File: config.mk
export PLATFORM = sky130hd
export DESIGN_NAME = dmem_arbiter
export DESIGN_NICKNAME = d
export VERILOG_FILES = /design/src/rtl/dmem_arbiter.sv
export SDC_FILE = /design/constraint.sdc
export NUM_CORES = 1
export LEC_CHECK = 0
export ABC_AREA = 1
export CAP_MARGIN = 20
export CORE_MARGIN = 2
export CORE_UTILIZATION = 40
export CTS_CLUSTER_SIZE = 40
export DETAILED_ROUTE_END_ITERATION = 10
export DONT_BUFFER_PORTS = 1
export GPL_TIMING_DRIVEN = 0
export PLACE_DENSITY = 0.63
export SYNTH_ARGS = -nofsm -noshare
export SYNTH_HDL_FRONTEND = slang
export SYNTH_SLANG_ARGS = --single-unit
File: constraint.sdc
create_clock -name clk -period 2 [get_ports clk]
set_input_delay 0.4 -clock clk [delete_from_list [all_inputs] [get_ports clk]]
set_output_delay 0.4 -clock clk [all_outputs]
set_load 0.005 [all_outputs]
File: src/rtl/dmem_arbiter.sv
// Two-port arbiter and one-shot access sequencer for the shared 32x8 data memory.
// Build option: define ARB_FIXED_PRIO_EN for fixed port-0 priority (default is round-robin).
module dmem_arbiter #(
   parameter int unsigned DATA_WIDTH = 8,
   parameter int unsigned ADDR_BITS  = 5
) (
   input  logic                  clk,
   input  logic                  rst,
   input  logic                  i_req0,
   input  logic                  i_req1,
   input  logic                  i_w_r0,
   input  logic                  i_w_r1,
   input  logic [ADDR_BITS-1:0]  i_addr0,
   input  logic [ADDR_BITS-1:0]  i_addr1,
   input  logic [DATA_WIDTH-1:0] i_wdata0,
   input  logic [DATA_WIDTH-1:0] i_wdata1,
   output logic                  o_gnt0,
   output logic                  o_gnt1,
   output logic                  o_ack0,
   output logic                  o_ack1,
   output logic [DATA_WIDTH-1:0] o_rdata0,
   output logic [DATA_WIDTH-1:0] o_rdata1,
   output logic                  o_mem_en,
   output logic                  o_mem_w_r,
   output logic [ADDR_BITS-1:0]  o_mem_addr,
   output logic [DATA_WIDTH-1:0] o_mem_wdata,
   input  logic [DATA_WIDTH-1:0] i_mem_rdata
);

   typedef enum logic [2:0] {
      S_IDLE   = 3'b001,
      S_ACCESS = 3'b010,
      S_DONE   = 3'b100
   } state_t;

   state_t                r_state;
   state_t                w_next;
   logic                  r_owner;
   logic                  r_mem_w_r;
   logic [ADDR_BITS-1:0]  r_mem_addr;
   logic [DATA_WIDTH-1:0] r_mem_wdata;
   logic [DATA_WIDTH-1:0] r_rdata0;
   logic [DATA_WIDTH-1:0] r_rdata1;
   logic                  w_any;
   logic                  w_pick1;
   logic                  w_busy;
   logic                  w_rd_done;

   assign w_any = i_req0 | i_req1;

`ifdef ARB_FIXED_PRIO_EN
   assign w_pick1 = i_req1 & ~i_req0;
`else
   logic r_last;
   // On a tie the port that did not win last time is served.
   assign w_pick1 = i_req1 & (~i_req0 | ~r_last);
`endif

   always_ff @(posedge clk or posedge rst) begin
      if (rst) r_state <= S_IDLE;
      else     r_state <= w_next;
   end

   // Illegal one-hot codes fall through to IDLE.
   always_comb begin
      w_next = S_IDLE;
      case (r_state)
         S_IDLE:   w_next = w_any ? S_ACCESS : S_IDLE;
         S_ACCESS: w_next = S_DONE;
         default:  w_next = S_IDLE;
      endcase
   end

   always_ff @(posedge clk or posedge rst) begin
      if (rst) begin
         r_owner     <= 1'b0;
         r_mem_w_r   <= 1'b0;
         r_mem_addr  <= '0;
         r_mem_wdata <= '0;
         r_rdata0    <= '0;
         r_rdata1    <= '0;
`ifndef ARB_FIXED_PRIO_EN
         r_last      <= 1'b1;
`endif
      end else begin
         if (r_state == S_IDLE && w_any) begin
            r_owner     <= w_pick1;
            r_mem_w_r   <= w_pick1 ? i_w_r1   : i_w_r0;
            r_mem_addr  <= w_pick1 ? i_addr1  : i_addr0;
            r_mem_wdata <= w_pick1 ? i_wdata1 : i_wdata0;
`ifndef ARB_FIXED_PRIO_EN
            r_last      <= w_pick1;
`endif
         end
         if (w_rd_done) begin
            if (r_owner) r_rdata1 <= i_mem_rdata;
            else         r_rdata0 <= i_mem_rdata;
         end
      end
   end

   assign w_busy    = (r_state == S_ACCESS) || (r_state == S_DONE);
   assign w_rd_done = (r_state == S_DONE) && !r_mem_w_r;

   // Read data is forwarded during the ack cycle and held in r_rdata* afterwards.
   always_comb begin
      o_mem_en = 1'b0;
      o_gnt0   = 1'b0;
      o_gnt1   = 1'b0;
      o_ack0   = 1'b0;
      o_ack1   = 1'b0;
      o_rdata0 = r_rdata0;
      o_rdata1 = r_rdata1;
      o_mem_en = (r_state == S_ACCESS);
      o_gnt0   = w_busy & ~r_owner;
      o_gnt1   = w_busy &  r_owner;
      o_ack0   = (r_state == S_DONE) & ~r_owner;
      o_ack1   = (r_state == S_DONE) &  r_owner;
      if (w_rd_done && !r_owner) o_rdata0 = i_mem_rdata;
      if (w_rd_done &&  r_owner) o_rdata1 = i_mem_rdata;
   end

   assign o_mem_w_r   = r_mem_w_r;
   assign o_mem_addr  = r_mem_addr;
   assign o_mem_wdata = r_mem_wdata;

endmodule

Word level (Yosys, flattened, before mapping):

Cells that the tools add are included.

* bitwise gates (word level): 10
* reductions and logical operators: 9
* eq/ne operators: 3
* multiplexer cells: 7

Operator list (count)
* 2-to-1 mux 8 bit: 3
* one-hot mux 3 bit (2 select lines): 1
* AND 1 bit: 5
* 2-to-1 mux 5 bit: 1
* logical AND 1 bit: 4
* AND reduction 2 bit: 2
* equality test 3 x 1 -> 1 bit (second input constant): 1
* equality test 3 x 2 -> 1 bit (second input constant): 1
* equality test 3 bit (second input constant): 1
* inverter 1 bit: 3
* logical NOT 1 bit: 2
* 2-to-1 mux 2 bit: 1
* bitwise OR 1 bit: 2
* logical OR 1 bit: 1
* 2-to-1 mux 1 bit: 1

* output and inout bits: 35
* flip-flop bits (word level): 35
* logic and storage cells: 37
* bits of input ports: 40

Longest topological paths before layout:

* depth after elaboration: 4
* mapped depth: 7
* mapped depth without buffers: 6

Worst setup path after synthesis:

Ideal clock, no wire load.

* path type: register to output
* start point: register r_state[0]
* end point: output port o_rdata0[5]
* cell stages (with the launch flop): 7
* arrival: 1.009 ns
* required time: 1.600 ns
* buffers on the path: 1
* setup slack: 0.591 ns
* cell sequence: dfstp_2 inv_1 nand2_2 nor2_4 buf_6 nand4_1 nand2_1

* word-level cells in the longest chain between the ends: 4

Ends and longest elaborated chain
* start: declaration: line 36 `state_t r_state;`
* start signal: assignment: line 61 `else r_state <= w_next;`
* equality test 3 bit: line 103 `assign w_rd_done = (r_state == S_DONE) && !r_mem_w_r;`
* logical AND 1 bit: line 103
* logical AND 1 bit: line 119 `if (w_rd_done && !r_owner) o_rdata0 = i_mem_rdata;`
* 2-to-1 mux 8 bit: line 119
* end: declaration: line 21 `output logic [DATA_WIDTH-1:0] o_rdata0,`

Every way passes these cells.

Final worst setup path:

* start point: register r_state[2]
* end point: output port o_rdata0[7]

The elaborated chain is that of the path after synthesis.

==> metrics <==
die outline height 69.7 um; number of synthesized register bits 35; average vias per placed instance 4.95; kind of start point of the critical path flip-flop; hold violation total from the final report 0; endpoint class of the critical path output port; Post-Syn Area 1730 um^2; clock latency on the worst-skew pair 280 ps; total CTS buffers 5; post-route DRC violation count 0; Yosys warning total 0; Antenna diodes 0; status finished, final reports clean; global-route wire length before repair 6410 um; Top Ports 75; initial antenna violation count 0; most frequent cell after synthesis nand2_1; non-filler instance count after layout 278; post-route ant nets 0; number of placed instances with taps included 268; H-Tree Depth 2; die area 4850 um^2; Leak Pwr 0.00100 uW; Port Buffers 0; cell type with the highest aggregate area in the netlist dfrtp_1; detailed-routing iteration count for the pre-antenna-repair pass 4; hold crit path type input port to async pin; Area Overhead vs Synth 11.0%; violation count after the first detailed-routing iteration 53; terminus of the critical flop-to-flop path o_mem_wdata[4]; launching instance or port of the critical path r_state[2]; max-cap viol count 0; worst slew slack as a fraction of its limit 0.610; flop-to-flop setup slack 750 ps; footprint of the multi-input gates 739 um^2; Post-synth EDFFs 0; ratio of cells with drive above 1 in the final layout 0.145; critical-path maximum fanout 10; Worst-path clk slew 70 ps; largest net degree at the start of global routing 24; Synth top area share 0.479; global routing usage summed across all routing layers 0.165; total area of sequential cells 878 um^2; wire length per cell 13.4 um; final design area excluding fillers 1920 um^2; Place WS 341 ps; Avg Cell Area, Syn 7.95 um^2; clock tree sinks 35; Reg2Reg Depth 7; final HPWL from detailed placement 2790 um; ratio of total power to cell area 1470 nW/um^2; total overflow reported by the global router 0; CP Data Arrival Time 1430 ps; Worst path top cell family by delay simple AND/OR/NAND/NOR gates; required time reported for the critical path endpoint 1600 ps; most frequently used flop master after synthesis dfrtp_1; sum of internal, switching and leakage power 2810 uW; total number of vias 1376; largest clock skew in the final design 3.30 ps; r2r startpoint r_last; most numerous cell types in the synthesized netlist nand2_1 (115), dfrtp_1 (33), nand4_1 (17), nand3_1 (15), nor2_1 (7); worst path cell trace nand2_2 -> nor2_4 -> buf_6 -> nand4_1 -> nand2_1; Worst path slowest cell dfrtp_1; standard-cell rows 23; portion of the post-synthesis area used by sequential elements 0.509; number of standard cells after synthesis 217; maximum operating frequency 0.546 GHz; CP Class flip-flop to output port; overall routed net length 3740 um; Total Nets Final 267; number of library cell types mapped by synthesis 20; Largest stage delay, worst path 470 ps; Slew Viols, Final 0; routability congestion estimate from global placement 0.811; Placed Area 1820 um^2; die extent in x 69.7 um; RSZ-0062 raised after global routing false; Worst Tran Pin Value 584 ps; Final period util 0.915; placeable core region 4090 um^2; initial core utilization 0.422; final worst-path setup slack 169 ps; # fillers 429; CP bufs+invs 1; TNS Setup 0 ps; Root Driver clkbuf_8; number of setup violations in the final report 0; net count after synthesis 257; FFs w/ async S/R, synth 1.00; clock tree buffer depth 2; via count of the first global-routing pass 1327; synth top area cells dfrtp_1 (48%), nand2_1 (25%), nand4_1 (6.2%); TritonCTS clock tree yes; Max rail drop VDD 526 uV; min cycle time layout 1830 ps
-- cell usage in the layout (no fill, tap or decap) --
cell        netlist  routed
buf_16            0       1
buf_2             5       5
buf_4             1       3
buf_6             4       4
clkbuf_1          0       2
clkbuf_8          0       5
clkinv_2          0       1
clkinvlp_4        0       1
dfrtp_1          33      33
dfstp_2           2       2
inv_1             5       5
inv_2             2       2
nand2_1         115     115
nand2_2           2       2
nand2_4           1       1
nand3_1          15      15
nand3b_4          1       1
nand4_1          17      17
nand4_2           1       1
nor2_1            7       7
nor2_2            1       1
nor2_4            2       2
nor3_1            1       1
nor3_2            1       1
-- stage by stage --
| step | hold WS [ps] | utilization |
|---|---|---|
| 6_report | 62.5 | 0.469 |
| 5_1_grt | 104 | 0.469 |
| 4_1_cts | 84.8 | 0.464 |
| 3_3_place_gp | 458 | 0.438 |
| 3_5_place_dp | 396 | 0.444 |
| 2_1_floorplan | 445 | - |
-- cells by family (layout without fill, tap and decap cells) --
group | Yosys count | in the layout | share of synthesized area
buf+inv | 18 | 29 | 0.0624
simple gates | 164 | 164 | 0.429
flops | 35 | 35 | 0.509
-- how the worst max path moves through the flow --
stage / endpoint / slack, ps / cells after the start
after global placement: o_rdata1[7] / 360 / 4
after CTS: o_rdata1[7] / 10 / 4
final: o_rdata0[7] / 170 / 5
after detailed placement: o_rdata1[7] / 340 / 4
after global routing: o_rdata0[7] / 10 / 5
after floorplan: o_rdata0[5] / 590 / 6
-- metal layers --
layer | vias up | GRT usage | routed length [um]
met1 | 606 | 0.210 | 1600
met5 | - | 0 | 0
li1 | 712 | - | -
met4 | 0 | 0.0577 | 53
met3 | 6 | 0.0683 | 328
met2 | 52 | 0.255 | 1750
-- flip-flops by register name (all words and copies together), names as in the netlist --
| signal | count |
|---|---|
| r_rdata0 | 8 |
| r_rdata1 | 8 |
| r_last | 1 |
| r_owner | 1 |
| o_mem_addr | 5 |
| o_mem_wdata | 8 |
| r_state | 3 |
| o_mem_w_r | 1 |
-- cell type report --
cell class	instances	share of cell area
repair buffers	3	0.0222
clock inverters	1	0.00261
inverters	8	0.0176
clock buffers	7	0.0398
multi-input cells	164	0.386
plain buffers	10	0.0405
flip-flops and latches	35	0.459
well taps	50	0.0327
-- worst reg2reg max path: cells and delay by family, from the launching register on --
family	cells	cell delay, ps
DFF	1	540
buffers and inverters	1	190
and+or+nand+nor	6	460
-- report_power, final --
part           leakage [uW]  switching, uW  internal [uW]
logic              0.000555            690            365
clock network     0.0000422            240            244
registers          0.000404            207           1060
-- what timing repair did --
item                                    in CTS  in global routing
buffers inserted                             0                  2
resized for setup                            0                  1
hold buffers                                 0                  0
endpoints found under the setup margin       0                 16
Note: power is estimated with default switching activity, not from simulation.
